`src/rtl/mwc_exp_table.sv`:
```
// Expected-write table: NUM_EXP (address, data) entries, writable only while
// the checker is idle, read combinationally at the current match position.
module mwc_exp_table #(
  parameter int ADDR_W  = 32,
  parameter int DATA_W  = 32,
  parameter int NUM_EXP = 4,
  parameter int IDX_W   = 2
) (
  input  logic              clk,
  input  logic              reset,
  input  logic              idle,
  input  logic              we,
  input  logic [IDX_W-1:0]  wr_idx,
  input  logic [ADDR_W-1:0] wr_addr,
  input  logic [DATA_W-1:0] wr_data,
  input  logic [IDX_W:0]    rd_idx,
  output logic [ADDR_W-1:0] rd_addr,
  output logic [DATA_W-1:0] rd_data
);

  logic [ADDR_W-1:0] addr_q [NUM_EXP];
  logic [DATA_W-1:0] data_q [NUM_EXP];

  // NOTE: this table is a handful of flops, so it is cleared by reset and a
  // run straight after reset compares against all-zero entries; a real RAM
  // macro could not be reset this way.
  always_ff @(posedge clk or negedge reset) begin
    if (!reset) begin
      for (int i = 0; i < NUM_EXP; i++) begin
        addr_q[i] <= '0;
        data_q[i] <= '0;
      end
    end else if (idle && we && (int'(wr_idx) < NUM_EXP)) begin
      addr_q[wr_idx] <= wr_addr;
      data_q[wr_idx] <= wr_data;
    end
  end

  always_comb begin
    rd_addr = '0;
    rd_data = '0;
    if (int'(rd_idx) < NUM_EXP) begin
      rd_addr = addr_q[rd_idx[IDX_W-1:0]];
      rd_data = data_q[rd_idx[IDX_W-1:0]];
    end
  end

endmodule

```
`config.mk`:
```
export PLATFORM = sky130hd
export DESIGN_NAME = mwc_exp_table
export DESIGN_NICKNAME = d
export VERILOG_FILES = /design/src/rtl/mwc_exp_table.sv
export SDC_FILE = /design/constraint.sdc
export NUM_CORES = 1
export LEC_CHECK = 0
export BUFFER_PORTS_ARGS = -buffer_cell sky130_fd_sc_hd__buf_2
export CAP_MARGIN = 20
export CELL_PAD_IN_SITES_DETAIL_PLACEMENT = 2
export CELL_PAD_IN_SITES_GLOBAL_PLACEMENT = 2
export CORE_MARGIN = 5
export CORE_UTILIZATION = 42
export CTS_CLUSTER_SIZE = 12
export DETAILED_ROUTE_END_ITERATION = 6
export PLACE_DENSITY = 0.88
export SYNTH_ARGS = -nofsm -noshare
export SYNTH_HDL_FRONTEND = slang
export SYNTH_SLANG_ARGS = --single-unit
```
`constraint.sdc`:
```
create_clock -name clk -period 1.6 [get_ports clk]
set_input_delay 0.32 -clock clk [delete_from_list [all_inputs] [get_ports clk]]
set_output_delay 0.32 -clock clk [all_outputs]
set_load 0.01 [all_outputs]
```
==> metrics.cfg <==
[setup_path]
worst-path-max-fanout = 2
timing.critical_path.slowest_stage_cell = sky130_fd_sc_hd__dfrtp_1
arrival_ns = 1.48
regToRegStartpoint = data_q[55]
cpPeakStageDelay_ns = 0.41
worstRegToRegCells = 3
timing.critical_path.cells = mux2i_2 > o22ai_1 > buf_2
worst-setup-path-type = flop to primary output
setup.reg_to_reg.worst_slack_ns = 0.51
worst_setup_path_start_kind = flop
r2r_end = data_q[55]
setup.worst_path.end_class = primary output
worstPathRequired_ns = 1.28
crit_buf_inv = 1
cpLargestDelayFamily = flip-flops

[grt]
grt_max_degree = 46
grt_remaining_overflow = 0
global_route.usage.total = 0.221
grt_first_pass_wirelength_mm = 53.6
first_global_vias = 8713
initial_antenna_violation_count = 6

[final_layout]
instances_no_fill = 1376
area_used_by_multi_input_combinational_logic_um2 = 5090
utilization = 0.545
post_route_cells_drive_above_1_share = 0.579
fillCellCount = 2430
final_nets = 1054
area_growth_syn_to_layout_pct = 27.4
seq_area_um2 = 6410

[sta]
achievable-frequency_mhz = 555
worst_slew_pin_slew_ns = 0.420
relSlewSlack = 0.720
final.setup_skew_ns = 0
final_hold_violating_endpoints = 0
final_min_period_over_clock_period = 1.13
finalSetupViolCount = 64
final.min_clock_period_ns = 1.80
post-route-worst-setup-slack_ns = -0.200
slew_viols_final = 0
setup_repair_after_global_routing_missed_its_margin = true

[clock_tree]
cts.sinks = 256
clkTransAtPathRegs_ns = 0.07
cts_max_path_buffers = 3
clockRootBuffer = sky130_fd_sc_hd__clkbuf_16
cts_made_buffers = 29
cts_htree_levels = 1
cts_tree = built
worst_skew_pair.late_latency_ns = 0.54

[run_status]
outcome = complete, but fails checks
violations_in_the_final_reports = negative setup slack

[hold_path]
timing.hold.worst_endpoint = addr_q[13]
worst_hold_path_cells = 2
hold_class = input port to flop
worst_hold_startpoint = wr_addr[13]

[yosys]
yosys_register_bits = 256
ys_async_sr_fraction = 1.00
mappedNetlistNets = 838
number_of_library_cell_types_mapped_by_synthesis = 17
ys_warn_count = 0
flip_flop_cell_with_the_highest_count_after_synthesis = sky130_fd_sc_hd__dfrtp_1
synth_enable_flop_cells = 0
seq_area_frac_synth = 0.552
syn_area_um2 = 11600
synthesis.instances = 765
avgSynthCellArea_um2 = 15.2

[die]
starting_utilization_of_the_core_area = 0.428
io_pins = 137
floorplan.die.height_um = 176
total_core_area_um2 = 27100
fp-row-count = 60
dieArea_um2 = 31100
fp.dieW_um = 176

[route]
route.vias.total = 7364
initialDrtViolationCount = 270
drt-wirelength-per-cell_um = 25.8
antenna_violating_nets_remaining = 0
drc = 0
first_pass_iteration_count_of_the_detailed_router = 4
viasPerCell = 5.35
routed_wirelength_mm = 35.5
wl_met1_mm = 14.6
routed-wl-met3_mm = 1.23
highest_layer = met5
met2_length_mm = 19.0

[place]
portBuffers = 136
place_inst = 1271
gp_congestion = 0.729
dp.final_hpwl_mm = 22.2
detailedPlace.worstSlack_ns = -0.236

[power_and_ir_drop]
post-layout-total-power_mw = 19.9
pwr_cell_area_nw_per_um2 = 1350
vdd.ir_drop.worst_mv = 0.821
power.static_leakage_nw = 6.89

[flow_run]
drv.max_cap_violation_count = 0

-- cells in the final DEF, fill, tap and decap left out --
| cell type | instances |
|---|---|
| sky130_fd_sc_hd__clkinvlp_4 | 1 |
| sky130_fd_sc_hd__buf_4 | 71 |
| sky130_fd_sc_hd__and4bb_4 | 1 |
| sky130_fd_sc_hd__buf_6 | 2 |
| sky130_fd_sc_hd__diode_2 | 2 |
| sky130_fd_sc_hd__or2_4 | 1 |
| sky130_fd_sc_hd__inv_6 | 1 |
| sky130_fd_sc_hd__nand2b_4 | 1 |
| sky130_fd_sc_hd__clkbuf_8 | 6 |
| sky130_fd_sc_hd__nand4_4 | 1 |
| sky130_fd_sc_hd__o22ai_2 | 7 |
| sky130_fd_sc_hd__mux2_1 | 5 |
| sky130_fd_sc_hd__mux2i_4 | 5 |
| sky130_fd_sc_hd__dfrtp_1 | 256 |
| sky130_fd_sc_hd__mux2_4 | 60 |
| sky130_fd_sc_hd__nand4b_1 | 2 |
| sky130_fd_sc_hd__bufinv_16 | 2 |
| sky130_fd_sc_hd__clkbuf_1 | 10 |
| sky130_fd_sc_hd__dlygate4sd3_1 | 1 |
| sky130_fd_sc_hd__buf_8 | 1 |
| sky130_fd_sc_hd__clkinv_2 | 3 |
| sky130_fd_sc_hd__o22ai_1 | 57 |
| sky130_fd_sc_hd__mux2i_1 | 91 |
| sky130_fd_sc_hd__mux2_2 | 191 |
| sky130_fd_sc_hd__buf_2 | 134 |
| sky130_fd_sc_hd__buf_12 | 31 |
| sky130_fd_sc_hd__clkbuf_16 | 29 |
| sky130_fd_sc_hd__mux2i_2 | 32 |
-- logic make-up (layout without fill, tap and decap cells) --
| family | Yosys count | count (layout) | share of synthesized area |
|---|---|---|---|
| mux | 384 | 384 | 0.378 |
| flops | 256 | 256 | 0.552 |
| compound gates | 64 | 64 | 0.0345 |
| buf+inv | 55 | 292 | 0.0305 |
| simple gates | 6 | 6 | 0.00474 |
| other cells | 0 | 2 | 0 |
-- power by group --
part	total (mW)	internal, mW	switching [mW]
clock network	6.59	3.93	2.65
registers	8.90	7.91	0.988
logic	4.42	2.55	1.86
total	19.9	14.4	5.50
-- metal layers --
| metal | up-vias | global-route usage |
|---|---|---|
| met4 | 8 | 0.0452 |
| li1 | 3263 | - |
| met1 | 3901 | 0.275 |
| met2 | 150 | 0.409 |
| met5 | - | 0 |
| met3 | 42 | 0.0321 |
-- how the worst max path moves through the flow --
stage,end,cells past startpoint,slack [ns],from
detailed placement,rd_data[4],5,-0.24,rd_idx[0]
floorplan,rd_addr[0],4,0.03,rd_idx[0]
global placement,rd_addr[14],5,-0.16,rd_idx[0]
global route,rd_addr[17],3,-0.28,addr_q[81]
finish,rd_data[28],3,-0.20,data_q[60]
CTS,rd_addr[13],3,-0.21,addr_q[109]
-- per-stage QoR --
stage | TNS (ns) | hold slack [ns] | instance area, um2
6_report | -5.85 | 0.0488 | 14800
5_1_grt | -10.10 | 0.0382 | 14800
4_1_cts | -7.14 | 0.0309 | 14500
3_5_place_dp | -6.71 | 0.266 | 13200
3_3_place_gp | -2.83 | 0.256 | 13200
2_1_floorplan | 0 | 0.0244 | 11600
-- what timing repair did --
action | CTS | global route
gates cloned | 0 | 0
endpoints found under the setup margin | 64 | 64
gates resized for setup | 32 | 20
pin swaps | 36 | 10
hold buffers | 1 | 0
endpoints found under the hold margin | 36 | 0
setup buffers | 32 | 18
-- worst reg2reg max path, cell delays in order (launching register included) --
cell and delay, ns:
sky130_fd_sc_hd__dfrtp_1 0.41, sky130_fd_sc_hd__buf_4 0.15, sky130_fd_sc_hd__buf_4 0.13, sky130_fd_sc_hd__mux2_2 0.29
-- final cells by class --
cell class	instances	area share
Sequential cell	256	0.433
Clock buffer	45	0.0572
Timing Repair Buffer	240	0.127
Multi-Input combinational cell	454	0.345
Tap cell	372	0.0315
Antenna cell	2	0.000339
Clock inverter	7	0.00618
-- sequential cells by signal, indices dropped and copies added, names as in the netlist --
signal and flops:
addr_q 128, data_q 128
-- synth_stat cells, types with 2 or more instances --
master | number | share of area
sky130_fd_sc_hd__mux2i_1 | 128 | 0.11
sky130_fd_sc_hd__dfrtp_1 | 256 | 0.55
sky130_fd_sc_hd__clkbuf_1 | 13 | 0.0042
sky130_fd_sc_hd__buf_4 | 12 | 0.0078
sky130_fd_sc_hd__nand4b_1 | 2 | 0.0015
sky130_fd_sc_hd__mux2_1 | 5 | 0.0049
sky130_fd_sc_hd__mux2_2 | 191 | 0.19
sky130_fd_sc_hd__buf_2 | 22 | 0.0095
sky130_fd_sc_hd__buf_8 | 6 | 0.0078
sky130_fd_sc_hd__mux2_4 | 60 | 0.078
sky130_fd_sc_hd__o22ai_1 | 64 | 0.035
(Power assumes the default switching activity.)
